### src/rtl/weapon_ctrl_if.sv
// Player/weapon signal bundle for weapon_ctrl. The master drives the player
// inputs and the slave (the controller) drives the weapon sprite outputs.
interface weapon_ctrl_if #(
    parameter int W = 10
);
    logic [2:0]   type_i;
    logic [3:0]   state_CY_i;
    logic [W-1:0] pos_h_CY_i;
    logic [W-1:0] pos_v_CY_i;
    logic [3:0]   stage_i;
    logic [3:0]   state_o;
    logic [W-1:0] pos_h_o;
    logic [W-1:0] pos_v_o;
    logic         busy_o;
    logic         hit_o;

    modport master (
        output type_i, state_CY_i, pos_h_CY_i, pos_v_CY_i, stage_i,
        input  state_o, pos_h_o, pos_v_o, busy_o, hit_o
    );

    modport slave (
        input  type_i, state_CY_i, pos_h_CY_i, pos_v_CY_i, stage_i,
        output state_o, pos_h_o, pos_v_o, busy_o, hit_o
    );
endinterface

### src/rtl/weapon_ctrl.sv
// Weapon swing controller: IDLE -> SWING -> COOLDOWN sequencing with a
// latched weapon/direction and a clamped reach offset that follows the player.
module weapon_ctrl #(
    parameter int W            = 10,
    parameter int OFS_WOOD     = 20,
    parameter int OFS_BASYS    = 28,
    parameter int OFS_CAR      = 36,
    parameter int SWING_LEN    = 8,
    parameter int COOLDOWN_LEN = 4,
    parameter int H_MAX        = 639,
    parameter int V_MAX        = 479
) (
    input  logic         clk,
    input  logic         rst,
    weapon_ctrl_if.slave bus
);
    typedef enum logic [1:0] {IDLE, SWING, COOLDOWN} fsm_e;

    localparam logic [3:0] EMPTY      = 4'hF;
    localparam logic [1:0] DIR_FRONT  = 2'd0;
    localparam logic [1:0] DIR_BACK   = 2'd1;
    localparam logic [1:0] DIR_LEFT   = 2'd2;
    localparam logic [1:0] DIR_RIGHT  = 2'd3;
    localparam logic [7:0] SWING_LAST = 8'(SWING_LEN - 1);
    localparam logic [7:0] COOL_LAST  = (COOLDOWN_LEN > 0) ? 8'(COOLDOWN_LEN - 1) : 8'd0;
    localparam logic [W:0] H_LIM      = (W+1)'(H_MAX);
    localparam logic [W:0] V_LIM      = (W+1)'(V_MAX);

    fsm_e         fsm_q, fsm_d;
    logic [7:0]   cnt_q, cnt_d;
    logic [1:0]   type_q, type_d;
    logic [1:0]   dir_q, dir_d;
    logic         hit_q, hit_d;
    logic [W-1:0] pos_h_q, pos_h_d;
    logic [W-1:0] pos_v_q, pos_v_d;
    logic         stage_act;
    logic         req;
    logic [W:0]   ofs;

    function automatic logic [W:0] ofs_of(input logic [1:0] t);
        case (t)
            2'd0:    return (W+1)'(OFS_WOOD);
            2'd1:    return (W+1)'(OFS_BASYS);
            default: return (W+1)'(OFS_CAR);
        endcase
    endfunction

    function automatic logic [1:0] dir_of(input logic [3:0] s);
        case (s)
            4'hA:    return DIR_BACK;
            4'hB:    return DIR_FRONT;
            4'hC:    return DIR_LEFT;
            default: return DIR_RIGHT;
        endcase
    endfunction

    // Widened by one bit so a borrow shows up in the MSB instead of wrapping.
    function automatic logic [W-1:0] sub_clamp(input logic [W-1:0] a, input logic [W:0] b);
        logic [W:0] d;
        d = {1'b0, a} - b;
        return d[W] ? '0 : d[W-1:0];
    endfunction

    function automatic logic [W-1:0] add_clamp(input logic [W-1:0] a, input logic [W:0] b,
                                               input logic [W:0] lim);
        logic [W:0] s;
        s = {1'b0, a} + b;
        return (s > lim) ? lim[W-1:0] : s[W-1:0];
    endfunction

    assign stage_act = (bus.stage_i != 4'h0) && (bus.stage_i != 4'hF);

    always_comb begin
        fsm_d   = fsm_q;
        cnt_d   = cnt_q;
        type_d  = type_q;
        dir_d   = dir_q;
        hit_d   = 1'b0;
        pos_h_d = bus.pos_h_CY_i;
        pos_v_d = bus.pos_v_CY_i;
        req     = stage_act && (bus.type_i <= 3'd2) &&
                  (bus.state_CY_i >= 4'hA) && (bus.state_CY_i <= 4'hD);

        unique case (fsm_q)
            IDLE: begin
                if (req) begin
                    fsm_d  = SWING;
                    cnt_d  = SWING_LAST;
                    type_d = bus.type_i[1:0];
                    dir_d  = dir_of(bus.state_CY_i);
                    hit_d  = 1'b1;
                end
            end
            SWING: begin
                if (cnt_q == 8'd0) begin
                    fsm_d = (COOLDOWN_LEN == 0) ? IDLE : COOLDOWN;
                    cnt_d = COOL_LAST;
                end else begin
                    cnt_d = cnt_q - 8'd1;
                end
            end
            COOLDOWN: begin
                if (cnt_q == 8'd0) begin
                    fsm_d = IDLE;
                end else begin
                    cnt_d = cnt_q - 8'd1;
                end
            end
            default: fsm_d = IDLE;
        endcase

        if (!stage_act) begin
            fsm_d = IDLE;
            cnt_d = 8'd0;
            hit_d = 1'b0;
        end

        // Keyed on the next state so the first visible cycle already carries the offset.
        ofs = ofs_of(type_d);
        if (fsm_d == SWING) begin
            case (dir_d)
                DIR_FRONT: pos_v_d = add_clamp(bus.pos_v_CY_i, ofs, V_LIM);
                DIR_BACK:  pos_v_d = sub_clamp(bus.pos_v_CY_i, ofs);
                DIR_LEFT:  pos_h_d = add_clamp(bus.pos_h_CY_i, ofs, H_LIM);
                default:   pos_h_d = sub_clamp(bus.pos_h_CY_i, ofs);
            endcase
        end
    end

    always_ff @(posedge clk) begin
        if (rst) begin
            fsm_q   <= IDLE;
            cnt_q   <= 8'd0;
            type_q  <= 2'd0;
            dir_q   <= 2'd0;
            hit_q   <= 1'b0;
            pos_h_q <= bus.pos_h_CY_i;
            pos_v_q <= bus.pos_v_CY_i;
        end else begin
            fsm_q   <= fsm_d;
            cnt_q   <= cnt_d;
            type_q  <= type_d;
            dir_q   <= dir_d;
            hit_q   <= hit_d;
            pos_h_q <= pos_h_d;
            pos_v_q <= pos_v_d;
        end
    end

    assign bus.state_o = (fsm_q == SWING) ? {type_q, dir_q} : EMPTY;
    assign bus.busy_o  = (fsm_q != IDLE);
    assign bus.hit_o   = hit_q;
    assign bus.pos_h_o = pos_h_q;
    assign bus.pos_v_o = pos_v_q;
endmodule

### src/flat_wrapper.sv
// flat-port wrapper written by rule: the top's interface ports become plain ports
module weapon_ctrl_flat 
#(
    parameter int W            = 10,
    parameter int OFS_WOOD     = 20,
    parameter int OFS_BASYS    = 28,
    parameter int OFS_CAR      = 36,
    parameter int SWING_LEN    = 8,
    parameter int COOLDOWN_LEN = 4,
    parameter int H_MAX        = 639,
    parameter int V_MAX        = 479
)
  (clk, rst, bus_type_i, bus_state_CY_i, bus_pos_h_CY_i, bus_pos_v_CY_i, bus_stage_i, bus_state_o, bus_pos_h_o, bus_pos_v_o, bus_busy_o, bus_hit_o);
  weapon_ctrl_if #(.W(W)) bus_i ();
  input  logic clk;
  input  logic rst;
  input wire logic [$bits(bus_i.type_i)-1:0] bus_type_i;
  input wire logic [$bits(bus_i.state_CY_i)-1:0] bus_state_CY_i;
  input wire logic [$bits(bus_i.pos_h_CY_i)-1:0] bus_pos_h_CY_i;
  input wire logic [$bits(bus_i.pos_v_CY_i)-1:0] bus_pos_v_CY_i;
  input wire logic [$bits(bus_i.stage_i)-1:0] bus_stage_i;
  output wire logic [$bits(bus_i.state_o)-1:0] bus_state_o;
  output wire logic [$bits(bus_i.pos_h_o)-1:0] bus_pos_h_o;
  output wire logic [$bits(bus_i.pos_v_o)-1:0] bus_pos_v_o;
  output wire logic [$bits(bus_i.busy_o)-1:0] bus_busy_o;
  output wire logic [$bits(bus_i.hit_o)-1:0] bus_hit_o;
  assign bus_i.type_i = bus_type_i;
  assign bus_i.state_CY_i = bus_state_CY_i;
  assign bus_i.pos_h_CY_i = bus_pos_h_CY_i;
  assign bus_i.pos_v_CY_i = bus_pos_v_CY_i;
  assign bus_i.stage_i = bus_stage_i;
  assign bus_state_o = bus_i.state_o;
  assign bus_pos_h_o = bus_i.pos_h_o;
  assign bus_pos_v_o = bus_i.pos_v_o;
  assign bus_busy_o = bus_i.busy_o;
  assign bus_hit_o = bus_i.hit_o;
  weapon_ctrl #(.W(W), .OFS_WOOD(OFS_WOOD), .OFS_BASYS(OFS_BASYS), .OFS_CAR(OFS_CAR), .SWING_LEN(SWING_LEN), .COOLDOWN_LEN(COOLDOWN_LEN), .H_MAX(H_MAX), .V_MAX(V_MAX)) u_core (.clk(clk), .rst(rst), .bus(bus_i));
endmodule
### config.mk
export PLATFORM = sky130hd
export DESIGN_NAME = weapon_ctrl_flat
export DESIGN_NICKNAME = d
export VERILOG_FILES = /design/src/rtl/weapon_ctrl_if.sv /design/src/rtl/weapon_ctrl.sv /design/src/flat_wrapper.sv
export SDC_FILE = /design/constraint.sdc
export NUM_CORES = 1
export LEC_CHECK = 0
export BUFFER_PORTS_ARGS = -buffer_cell sky130_fd_sc_hd__buf_4
export CAP_MARGIN = 0
export CELL_PAD_IN_SITES_DETAIL_PLACEMENT = 0
export CELL_PAD_IN_SITES_GLOBAL_PLACEMENT = 1
export CORE_MARGIN = 5
export CORE_UTILIZATION = 40
export DETAILED_ROUTE_END_ITERATION = 7
export PLACE_DENSITY = 0.85
export SYNTH_ARGS = -nofsm -noshare
export SYNTH_HDL_FRONTEND = slang
export SYNTH_SLANG_ARGS = --single-unit
### constraint.sdc
create_clock -name clk -period 5.2 [get_ports clk]
set_input_delay 0.78 -clock clk [delete_from_list [all_inputs] [get_ports clk]]
set_output_delay 0.78 -clock clk [all_outputs]
set_load 0.005 [all_outputs]
==> impl_metrics.tcl <==
set metrics [dict create \
    status "completed" \
    yosysUniqueCellTypes 77 \
    final_common_cell "buf_4" \
    core.rowCount 31 \
    tightest_slew_ns 1.13 \
    start_util 0.415 \
    synth_seq_cells 35 \
    max_freq_ghz 0.229 \
    maxSlewViolCount 0 \
    yosys_most_used_dff "dfxtp_1" \
    cp-end-kind "register" \
    nNetsFinal 485 \
    totalWireLength_mm 8.10 \
    htreeDepth 2 \
    num_vias 2963 \
    clock_skew_ns 0.00875 \
    ant_nets 0 \
    synth_edf_count 0 \
    antenna_found_initial 0 \
    dieArea_mm2 0.00950 \
    worst_setup_path_start_kind "input port" \
    clock-sinks 35 \
    wl_per_cell_um 15.4 \
    seq_area_frac_synth 0.229 \
    post_cts_buffers 0 \
    setup_viol 0 \
    dieHeight_um 97.5 \
    worstSetupPathType "input port to register" \
    max_stage_delay_ns 0.47 \
    cts_buffers 5 \
    worstPathCellList "buf_4 > nor4_1 > nor2_1 > nand3_2 > mux2i_1 > nand2b_1 > inv_1 > fa_1 > xnor2_1 > or3_1 > o32ai_1 > a41oi_1 > o31ai_1 > buf_4 > o211ai_1 > a22o_1" \
    viasPerCell 5.63 \
    r2r-end "u_core.bus.pos_v_o[4]" \
    crit_slowest_cell "fa_1" \
    yosysWarnings 0 \
    syn_area_mm2 0.00306 \
    syn-num-nets 432 \
    period_needed_ns 4.36 \
    cts_tree "yes" \
    hp-start "u_core.cnt_q[7]" \
    drc 0 \
    reg2reg_slack_ns 1.28 \
    clk-insertion-delay-late_ns 0.29 \
    required_ns 5.39 \
    first_pass_iters 4 \
    p_leak_nw 1.58 \
    drv_cap 0 \
    clockBufferDepth 2 \
    fin_setup_tns_ns 0 \
    path_buf_inv 3 \
    place_hpwl_mm 6.50 \
    grt_setup_unrepaired "false" \
    gp_congestion 0.883 \
    grt_pass1_wl_mm 13.6 \
    relSlewSlack 0.239 \
    hold_depth 2 \
    async_reset_ff_frac 0 \
    period_share 0.838 \
    path_clk_slew_ns 0.08 \
    final_cell_mix "61 x buf_4, 35 x dfxtp_1, 29 x nor2_1" \
    root_buffer "clkbuf_8" \
    antennaDiodeCount 0 \
    cp_data_arrival_time_ns 4.55 \
    vdd.ir_drop.worst_mv 0.0841 \
    final_hold_viol_count 0 \
    r2r-start "u_core.fsm_q[1]" \
    hold_path_end "u_core.cnt_q[7]" \
    grt_max_degree 16 \
    critPathMaxFanout 7 \
    coreArea_mm2 0.00737 \
    power_density_mw_per_mm2 222 \
    hold_buffers 0 \
    crit_top_cell "buf_4" \
    r2r_cells 15 \
    numPortBuffers 58 \
    first_global_vias 2805 \
    num_io_pins 59 \
    drt-initial-drc-count 196 \
    cts_resized 0 \
    syn_to_final_growth_pct 19.6 \
    syn_avg_cell_area_um2 8.20 \
    cp_top_family "simple AND/OR/NAND/NOR gates" \
    final_util 0.497 \
    grt_use_total 0.169 \
    die_w_um 97.5 \
    globalRouteOverflowTotal 0 \
    hold_class "register to register" \
    drive_above_1_share 0.218 \
    syn_inst 373 \
]
[power by group]
group	switching [mW]	internal (mW)	leakage [nW]
logic	0.173	0.142	1.25
clock network	0.102	0.0931	0.0402
registers	0.0127	0.289	0.291
[how the worst max path moves through the flow]
stage	end	startpoint	slack, ns	cells past startpoint
floorplan	u_core.bus.pos_v_o[3]	bus_stage_i[1]	0.74	13
global placement	u_core.bus.pos_v_o[3]	bus_state_CY_i[2]	0.64	16
detailed placement	u_core.bus.pos_v_o[3]	bus_stage_i[1]	0.57	16
CTS	u_core.bus.pos_v_o[3]	bus_stage_i[1]	0.87	16
global route	u_core.bus.pos_v_o[3]	bus_stage_i[1]	0.56	16
finish	u_core.bus.pos_v_o[4]	bus_stage_i[1]	0.84	16
[through the flow]
| stage | area (µm²) | hold WS, ns | total power, mW | setup WS, ns | instances |
|---|---|---|---|---|---|
| after global routing | 3660 | 0.552 | 0.867 | 0.564 | 526 |
| final | 3660 | 0.523 | 0.812 | 0.841 | 526 |
| after detailed placement | 3570 | 0.516 | 0.621 | 0.570 | 518 |
| after global placement | 3570 | 0.502 | 0.618 | 0.640 | 518 |
| after floorplan | 3060 | 0.466 | 0.521 | 0.744 | 373 |
| after CTS | 3660 | 0.525 | 0.817 | 0.872 | 526 |
[cell families after synthesis]
family,share of synthesized area
muxes,0.0168
DFF,0.229
AOI/OAI and AO/OA,0.273
and+or+nand+nor,0.267
adders and majority gates,0.119
buffers and inverters,0.0560
xor gates and xnor gates,0.0401
[cells in the mapped netlist (3+ instances only)]
cell / count / area [µm²]
a22o_1: 5 / 43.8
a21o_1: 3 / 22.5
a211oi_1: 4 / 30.0
nor2_1: 29 / 109
dfxtp_1: 35 / 701
mux2i_1: 4 / 40.0
nor4_1: 7 / 43.8
nor2b_1: 4 / 25.0
inv_1: 27 / 101
a21oi_1: 21 / 105
o21ai_0: 14 / 70.1
nand2b_1: 11 / 68.8
a211o_1: 4 / 35.0
a32oi_1: 3 / 26.3
or2_2: 3 / 18.8
a221oi_1: 3 / 26.3
nand3_2: 3 / 30.0
and2_1: 8 / 50.1
nand3_1: 5 / 25.0
o22ai_1: 4 / 25.0
xor2_1: 6 / 52.6
a311oi_1: 4 / 35.0
clkbuf_1: 9 / 33.8
nor3_1: 9 / 45.0
a21oi_2: 4 / 35.0
or3_1: 4 / 25.0
o21bai_1: 4 / 30.0
a31oi_1: 8 / 50.1
o211ai_1: 5 / 37.5
ha_1: 21 / 263
and3b_1: 3 / 26.3
buf_2: 5 / 25.0
fa_1: 5 / 100
xnor2_1: 8 / 70.1
nand2_1: 28 / 105
[tightest hold or removal path, stage by stage (launching register included)]
cell and delay, ns:
dfxtp_1 0.33, o21ai_0 0.07, a21boi_0 0.07
[routing by layer]
layer  global-route usage  share of wire  vias to the layer above
met5                    0              0                        -
met4               0.0596          0.022                        0
met3               0.0316          0.047                       14
met2                0.271           0.46                       84
met1                0.227           0.47                     1390
li1                     -              -                     1475
[registers in the layout, indices dropped and copies added (netlist names)]
register / flops
u_core.bus.pos_v_o: 10
u_core.fsm_q: 2
u_core.cnt_q: 8
u_core.dir_q: 2
u_core.bus.hit_o: 1
u_core.bus.pos_h_o: 10
u_core.type_q: 2
[cell type report]
cell class | instances | area [µm²]
inverter | 27 | 101
clock buffer | 5 | 68.8
multi-input combinational | 296 | 2190
timing repair buffer | 61 | 458
sequential | 35 | 701
fill | 727 | 3710
tap | 99 | 124
clock inverter | 3 | 20.0
Power figures use the tool's default switching activity.
